## src/rtl/vec_sram_loader.sv

```systemverilog
// vec_sram_loader: streams packed 32-bit words (4 x 8-bit elements, little-endian)
// into vector SRAM, one element per cycle, at addresses 0..n-1.
// done stays high after a load until the next accepted start or reset.
module vec_sram_loader #(
  parameter int SRAM_ADDR_WIDTH = 10,
  parameter int MAX_DIM         = 16
) (
  input  logic                       clk,
  input  logic                       rst,
  input  logic                       start,
  input  logic [7:0]                 len,
  input  logic [31:0]                in_data,
  input  logic                       in_valid,
  output logic                       in_ready,
  output logic                       sram_we,
  output logic [SRAM_ADDR_WIDTH-1:0] sram_addr,
  output logic [7:0]                 sram_din,
  output logic                       busy,
  output logic                       done
);

  localparam logic [7:0] MAX_N = 8'(MAX_DIM);

  typedef enum logic [1:0] {
    S_IDLE   = 2'd0,
    S_ACCEPT = 2'd1,
    S_UNPACK = 2'd2,
    S_DONE   = 2'd3
  } state_t;

  state_t                     r_state;
  state_t                     w_state_next;

  logic [7:0]                 r_n;
  logic [7:0]                 r_cnt;
  logic [1:0]                 r_bidx;
  logic [31:0]                r_wbuf;
  logic                       r_we;
  logic [SRAM_ADDR_WIDTH-1:0] r_addr;
  logic [7:0]                 r_din;

  logic [7:0]                 w_n;
  logic                       w_last;
  logic                       w_in_ready;
  logic                       w_start_acc;
  logic                       w_load_word;
  logic [7:0]                 w_byte [4];

  // Requested length clamped to the largest vector the SRAM holds.
  assign w_n = (len > MAX_N) ? MAX_N : len;

  // True in the UNPACK cycle that writes the final element.
  assign w_last = (r_cnt + 8'd1) == r_n;

  // Byte lanes of the buffered word; lane 0 goes to the lowest address.
  for (genvar gi = 0; gi < 4; gi++) begin : g_byte
    assign w_byte[gi] = r_wbuf[8*gi +: 8];
  end

  // State register.
  always_ff @(posedge clk) begin
    if (rst) begin
      r_state <= S_IDLE;
    end else begin
      r_state <= w_state_next;
    end
  end

  // Next-state and handshake decode; in_ready depends only on state, bidx and cnt.
  always_comb begin
    w_state_next = r_state;
    w_in_ready   = 1'b0;
    w_start_acc  = 1'b0;
    w_load_word  = 1'b0;
    case (r_state)
      S_IDLE, S_DONE: begin
        if (start) begin
          w_start_acc  = 1'b1;
          w_state_next = (w_n == 8'd0) ? S_DONE : S_ACCEPT;
        end
      end
      S_ACCEPT: begin
        w_in_ready = 1'b1;
        if (in_valid) begin
          w_load_word  = 1'b1;
          w_state_next = S_UNPACK;
        end
      end
      S_UNPACK: begin
        if (w_last) begin
          // Any bytes left in the buffer past n are dropped.
          w_state_next = S_DONE;
        end else if (r_bidx == 2'd3) begin
          // Word exhausted: take the next one back-to-back if it is there.
          w_in_ready = 1'b1;
          if (in_valid) begin
            w_load_word  = 1'b1;
            w_state_next = S_UNPACK;
          end else begin
            w_state_next = S_ACCEPT;
          end
        end
      end
      default: w_state_next = S_IDLE;
    endcase
  end

  // Datapath: length/count bookkeeping, word buffer and registered SRAM write port.
  always_ff @(posedge clk) begin
    if (rst) begin
      r_n    <= '0;
      r_cnt  <= '0;
      r_bidx <= '0;
      r_wbuf <= '0;
      r_we   <= 1'b0;
      r_addr <= '0;
      r_din  <= '0;
    end else begin
      r_we <= 1'b0;
      if (w_start_acc) begin
        r_n   <= w_n;
        r_cnt <= '0;
      end
      if (r_state == S_UNPACK) begin
        r_we   <= 1'b1;
        r_addr <= SRAM_ADDR_WIDTH'(r_cnt);
        r_din  <= w_byte[r_bidx];
        r_cnt  <= r_cnt + 8'd1;
        r_bidx <= r_bidx + 2'd1;
      end
      // A freshly accepted word always starts at lane 0.
      if (w_load_word) begin
        r_wbuf <= in_data;
        r_bidx <= '0;
      end
    end
  end

  assign in_ready  = w_in_ready;
  assign sram_we   = r_we;
  assign sram_addr = r_addr;
  assign sram_din  = r_din;
  assign busy      = (r_state == S_ACCEPT) || (r_state == S_UNPACK);
  assign done      = (r_state == S_DONE);

endmodule
```

## config.mk

```make
export PLATFORM = sky130hd
export DESIGN_NAME = vec_sram_loader
export DESIGN_NICKNAME = d
export VERILOG_FILES = /design/src/rtl/vec_sram_loader.sv
export SDC_FILE = /design/constraint.sdc
export NUM_CORES = 1
export LEC_CHECK = 0
export BUFFER_PORTS_ARGS = -buffer_cell sky130_fd_sc_hd__buf_2
export CELL_PAD_IN_SITES_DETAIL_PLACEMENT = 2
export CELL_PAD_IN_SITES_GLOBAL_PLACEMENT = 2
export CORE_ASPECT_RATIO = 0.6
export CORE_MARGIN = 1.5
export CORE_UTILIZATION = 25
export DETAILED_ROUTE_END_ITERATION = 6
export GPL_TIMING_DRIVEN = 1
export HOLD_SLACK_MARGIN = 0.06
export MAX_ROUTING_LAYER = met4
export PLACE_DENSITY = 0.73
export SETUP_SLACK_MARGIN = 0.05
export SLEW_MARGIN = 20
export SYNTH_ARGS = -nofsm -noshare
export SYNTH_HDL_FRONTEND = slang
export SYNTH_SLANG_ARGS = --single-unit
```

## constraint.sdc

```tcl
create_clock -name clk -period 2.6 [get_ports clk]
set_clock_uncertainty 0.05 [all_clocks]
set_input_delay 0.65 -clock clk [delete_from_list [all_inputs] [get_ports clk]]
set_output_delay 0.65 -clock clk [all_outputs]
set_load 0.005 [all_outputs]
```

# Word-level counts from Yosys, hierarchy flattened
# Cells that the tools add are included.
# totals
register_bits	69
inputBits	44
output_inout_bits	22
elab_cells	51
# op_classes
n_addsub	2
order_cmp	2
n_eq_ne	8
mux	23
bitwise	1
n_reduce_logical	7
# op_table
operator	count
2-to-1 mux 8 bit	5
binary-select mux 8 bit (select 2 bit)	1
2-to-1 mux 2 bit	6
adder 8 x 1 -> 8 bit, second input constant	1
== test 8 bit	1
> comparator 8 x 5 -> 1 bit, second input constant	1
logical NOT 8 bit	1
2-to-1 mux 1 bit	8
== test 2 bit, second input constant	3
case mux 2 bit (3 select lines)	1
inequality test 2 bit, second input constant	2
case mux 1 bit (2 select lines)	2
OR reduction 2 bit	2
>= comparator 3 bit, second input constant	1
inequality test 3 bit, second input constant	1
inverter 2 -> 3 bit	1
AND reduction 3 bit	1
adder 2 x 1 -> 2 bit, second input constant	1
== test 2 x 1 -> 1 bit, second input constant	1
logical NOT 2 bit	1
nonzero test 2 bit	1
logical OR 1 bit	1

# Logic depth before layout (Yosys ltp)
# depth
word_depth	6
mapped_depth	9

# Least setup slack after synthesis
# Ideal clock, no wire load.
# synth_timing
path_kind	register to output
start	register r_cnt[0]
end	output port in_ready
arrival_ps	1729
required_ps	1900
slack_ps	171
stages_incl_launch_ff	9
n_path_buf	1
cell_sequence	dfxtp_1 > ha_1 > and3_2 > xnor3_1 > nand4_1 > and4b_1 > buf_6 > nand3b_1 > a21oi_1
# synth_between
elab_chain_len	4
# synth_lines
item	line_no	source
start, declared	35	logic [7:0] r_cnt;
start signal, assigned	128	r_cnt <= r_cnt + 8'd1;
adder 8 x 1 -> 8 bit	53	assign w_last = (r_cnt + 8'd1) == r_n;
== test 8 bit	53	
2-to-1 mux 1 bit	90	if (w_last) begin
case mux 1 bit (2 select lines)	75	case (r_state)
end, declared	14	output logic in_ready,
# No other way between the ends.

# Worst setup path in the final report
# Ends and elaborated chain as after synthesis.

==> impl_metrics.tcl <==
set metrics [dict create \
    grt_setup_unrepaired "yes" \
    cts_hold_buf 0 \
    synth_fa_ha_area_share_pct 1.83 \
    fin_setup_tns_ns -0.142 \
    crit_type "register to output port" \
    outcome "finished with violations" \
    max_freq_ghz 0.365 \
    fill_cells 1425 \
    drt_wl_total_um 10100 \
    synthFlopType "dfxtp_1" \
    yosysTopAreaCellShare_pct 40.5 \
    synth_mux_area_share_pct 20.0 \
    drv_slew 0 \
    vdd_drop_max_mv 0.245 \
    synth.top_cells.by_area "dfxtp_1 (41%), mux2i_1 (15%), nand2b_1 (12%)" \
    drc_errors 0 \
    finish.utilization_pct 33.4 \
    yosys_warnings 0 \
    clockBufferDepth 2 \
    diodes 0 \
    cp_max_fo 5 \
    die-area_sq_um 14400 \
    grt_max_degree 103 \
    area_delta_synth_final_pct 28.4 \
    power.share.combinational_pct 24.7 \
    initial_core_util_pct 26.0 \
    swShare_pct 29.9 \
    die_h_um 93.5 \
    synth_area_per_cell_sq_um 10.1 \
    antenna_found_initial 0 \
    yosys.area.top_type "dfxtp_1" \
    ios 66 \
    dpl.cell_count 555 \
    num_vias 2666 \
    grt-ovfl-total 0 \
    synth_cell_types 38 \
    cp_data_required_time_ns 1.90 \
    cts_tree "done" \
    postSynthCellCount 337 \
    synth_edf_count 0 \
    insertion_delay_ns 0.33 \
    stdcell_count 580 \
    clkPwrFrac_pct 38.4 \
    yosys.area_share.simple_pct 21.8 \
    synth_compound_area_share_pct 4.88 \
    htreeDepth 3 \
    violations "negative setup slack" \
    critPathLaunchType "register" \
    min_path_type "register to register" \
    dr.pass1.iters 4 \
    powerDensity_nw_per_um2 742 \
    grt_pass1_vias 2843 \
    setup_viol 1 \
    sequentialPowerShare_pct 36.9 \
    synth-async-reset-ratio_pct 0 \
    arrival_ns 2.04 \
    hold_viol_final 0 \
    dpl.hpwl_um 6620 \
    ys_seq_area_share_pct 40.5 \
    synth-xor-area-share_pct 5.76 \
    finalNetCount 455 \
    p_leak_nw 1.94 \
    drt_iter0_markers 97 \
    synth_top_family_by_area "simple AND/OR/NAND/NOR gates" \
    drive_gt1_share_pct 30.0 \
    p_sw_mw 0.971 \
    vias_per_cell 4.60 \
    ctsRootBufferMaster "clkbuf_16" \
    cts_inserted_buffers 9 \
    internal-power_mw 2.28 \
    design.core.area_sq_um 13100 \
    max_cap_violations 0 \
    die_w_um 154 \
    grt_pass1_wl_um 15700 \
    layout_common_cells "nand2b_1 (64), dfxtp_1 (64), buf_2 (63), mux2i_1 (50), nor2_1 (24)" \
    ant_nets 0 \
    clkSinkCount 69 \
    row_count 32 \
    portBuffers 63 \
    netlist_area_sq_um 3410 \
    min_period_ns 2.74 \
    fin_crit_sh_pct 105 \
    cts.reportedPaths.clkPinSlew_ns 0.06 \
    place_congestion 0.804 \
    end_kind "output port" \
    routedWlPerCell_um 17.4 \
    ys_ff_latch 69 \
    fin_ws_ns -0.142 \
    track_usage_pct 14.7 \
]
## state kept, by name (all words and copies together), names as in the netlist
register   count
r_cnt          8
r_state        2
r_n            8
sram_we        1
r_wbuf        32
sram_din       8
r_bidx         2
sram_addr      8
## synthesized netlist by cell type, types with 6 or more instances
| master | instances |
|---|---|
| nand3_1 | 14 |
| a21oi_1 | 17 |
| nand2_1 | 11 |
| mux2i_1 | 50 |
| nor2_1 | 25 |
| clkbuf_1 | 17 |
| dfxtp_1 | 69 |
| xor2_1 | 6 |
| nand2b_1 | 64 |
| xnor2_1 | 6 |
| mux4_2 | 8 |
## metal layers
metal / up-vias / GRT usage [%] / share of wire (%)
met5: - / - / 0
met4: 0 / 3.64 / 0.79
met3: 8 / 3.71 / 2.9
met2: 44 / 22.5 / 44
met1: 1337 / 19.4 / 52
li1: 1277 / - / -
## final timing paths
path         startpoint    endpoint  slack, ns  cells after the start
max            r_cnt[0]    in_ready      -0.14                      8
min          r_wbuf[20]  r_wbuf[20]       0.43                      2
max reg2reg    r_cnt[1]  r_wbuf[14]       0.17                     11
min reg2reg  r_wbuf[20]  r_wbuf[20]       0.43                      2
## power by group through the flow
stage / combinational (mW) / sequential [mW] / clock, mW
detailed placement: 0.732 / 1.22 / 0
CTS: 0.754 / 1.20 / 1.28
global route: 0.878 / 1.21 / 1.33
global placement: 0.705 / 1.21 / 0
finish: 0.804 / 1.20 / 1.25
floorplan: 0.544 / 1.20 / 0
## critical path, cell delays in order (launching register included)
cell and delay (ns):
dfxtp_4 0.38, buf_4 0.13, and3_4 0.19, xnor3_2 0.24, nand4_1 0.12, and4b_1 0.23, nand3b_1 0.16, a21oi_1 0.13
buf_2 0.13
## per-stage QoR
| stage | total power, mW | hold WS [ns] | worst slack, ns | instance area, sq um |
|---|---|---|---|---|
| 2_1_floorplan | 1.75 | 0.394 | 0.171 | 3410 |
| 3_3_place_gp | 1.92 | 0.411 | 0.133 | 3880 |
| 3_5_place_dp | 1.95 | 0.420 | 0.0377 | 3880 |
| 4_1_cts | 3.24 | 0.429 | -0.126 | 4260 |
| 5_1_grt | 3.41 | 0.448 | -0.241 | 4380 |
| 6_report | 3.25 | 0.429 | -0.142 | 4380 |
## area by class of cell
cell class | count | area, sq um | area share [%]
multi-input combinational | 239 | 1910 | 43.7
clock buffer | 10 | 239 | 5.46
clock inverter | 5 | 60.1 | 1.37
sequential | 69 | 1400 | 31.9
tap | 170 | 213 | 4.86
timing repair buffer | 82 | 538 | 12.3
inverter | 5 | 18.8 | 0.429
## kinds of logic (layout without fill, tap and decap cells)
logic type / Yosys count / in the layout
other: 1 / 2
DFF: 69 / 69
and+or+nand+nor: 133 / 133
adders and majority gates: 5 / 5
xor gates and xnor gates: 16 / 16
muxes: 58 / 58
buffers and inverters: 30 / 102
AOI/OAI and AO/OA: 25 / 25
## timing repair
| item | CTS | global route |
|---|---|---|
| hold endpoints to repair | 0 | 0 |
| endpoints found under the setup margin | 2 | 35 |
| gates cloned | 0 | 4 |
| pin swaps | 2 | 0 |
| resized for setup | 15 | 4 |
| buffers inserted | 4 | 2 |
No activity file was read; power rests on OpenSTA's default activity.
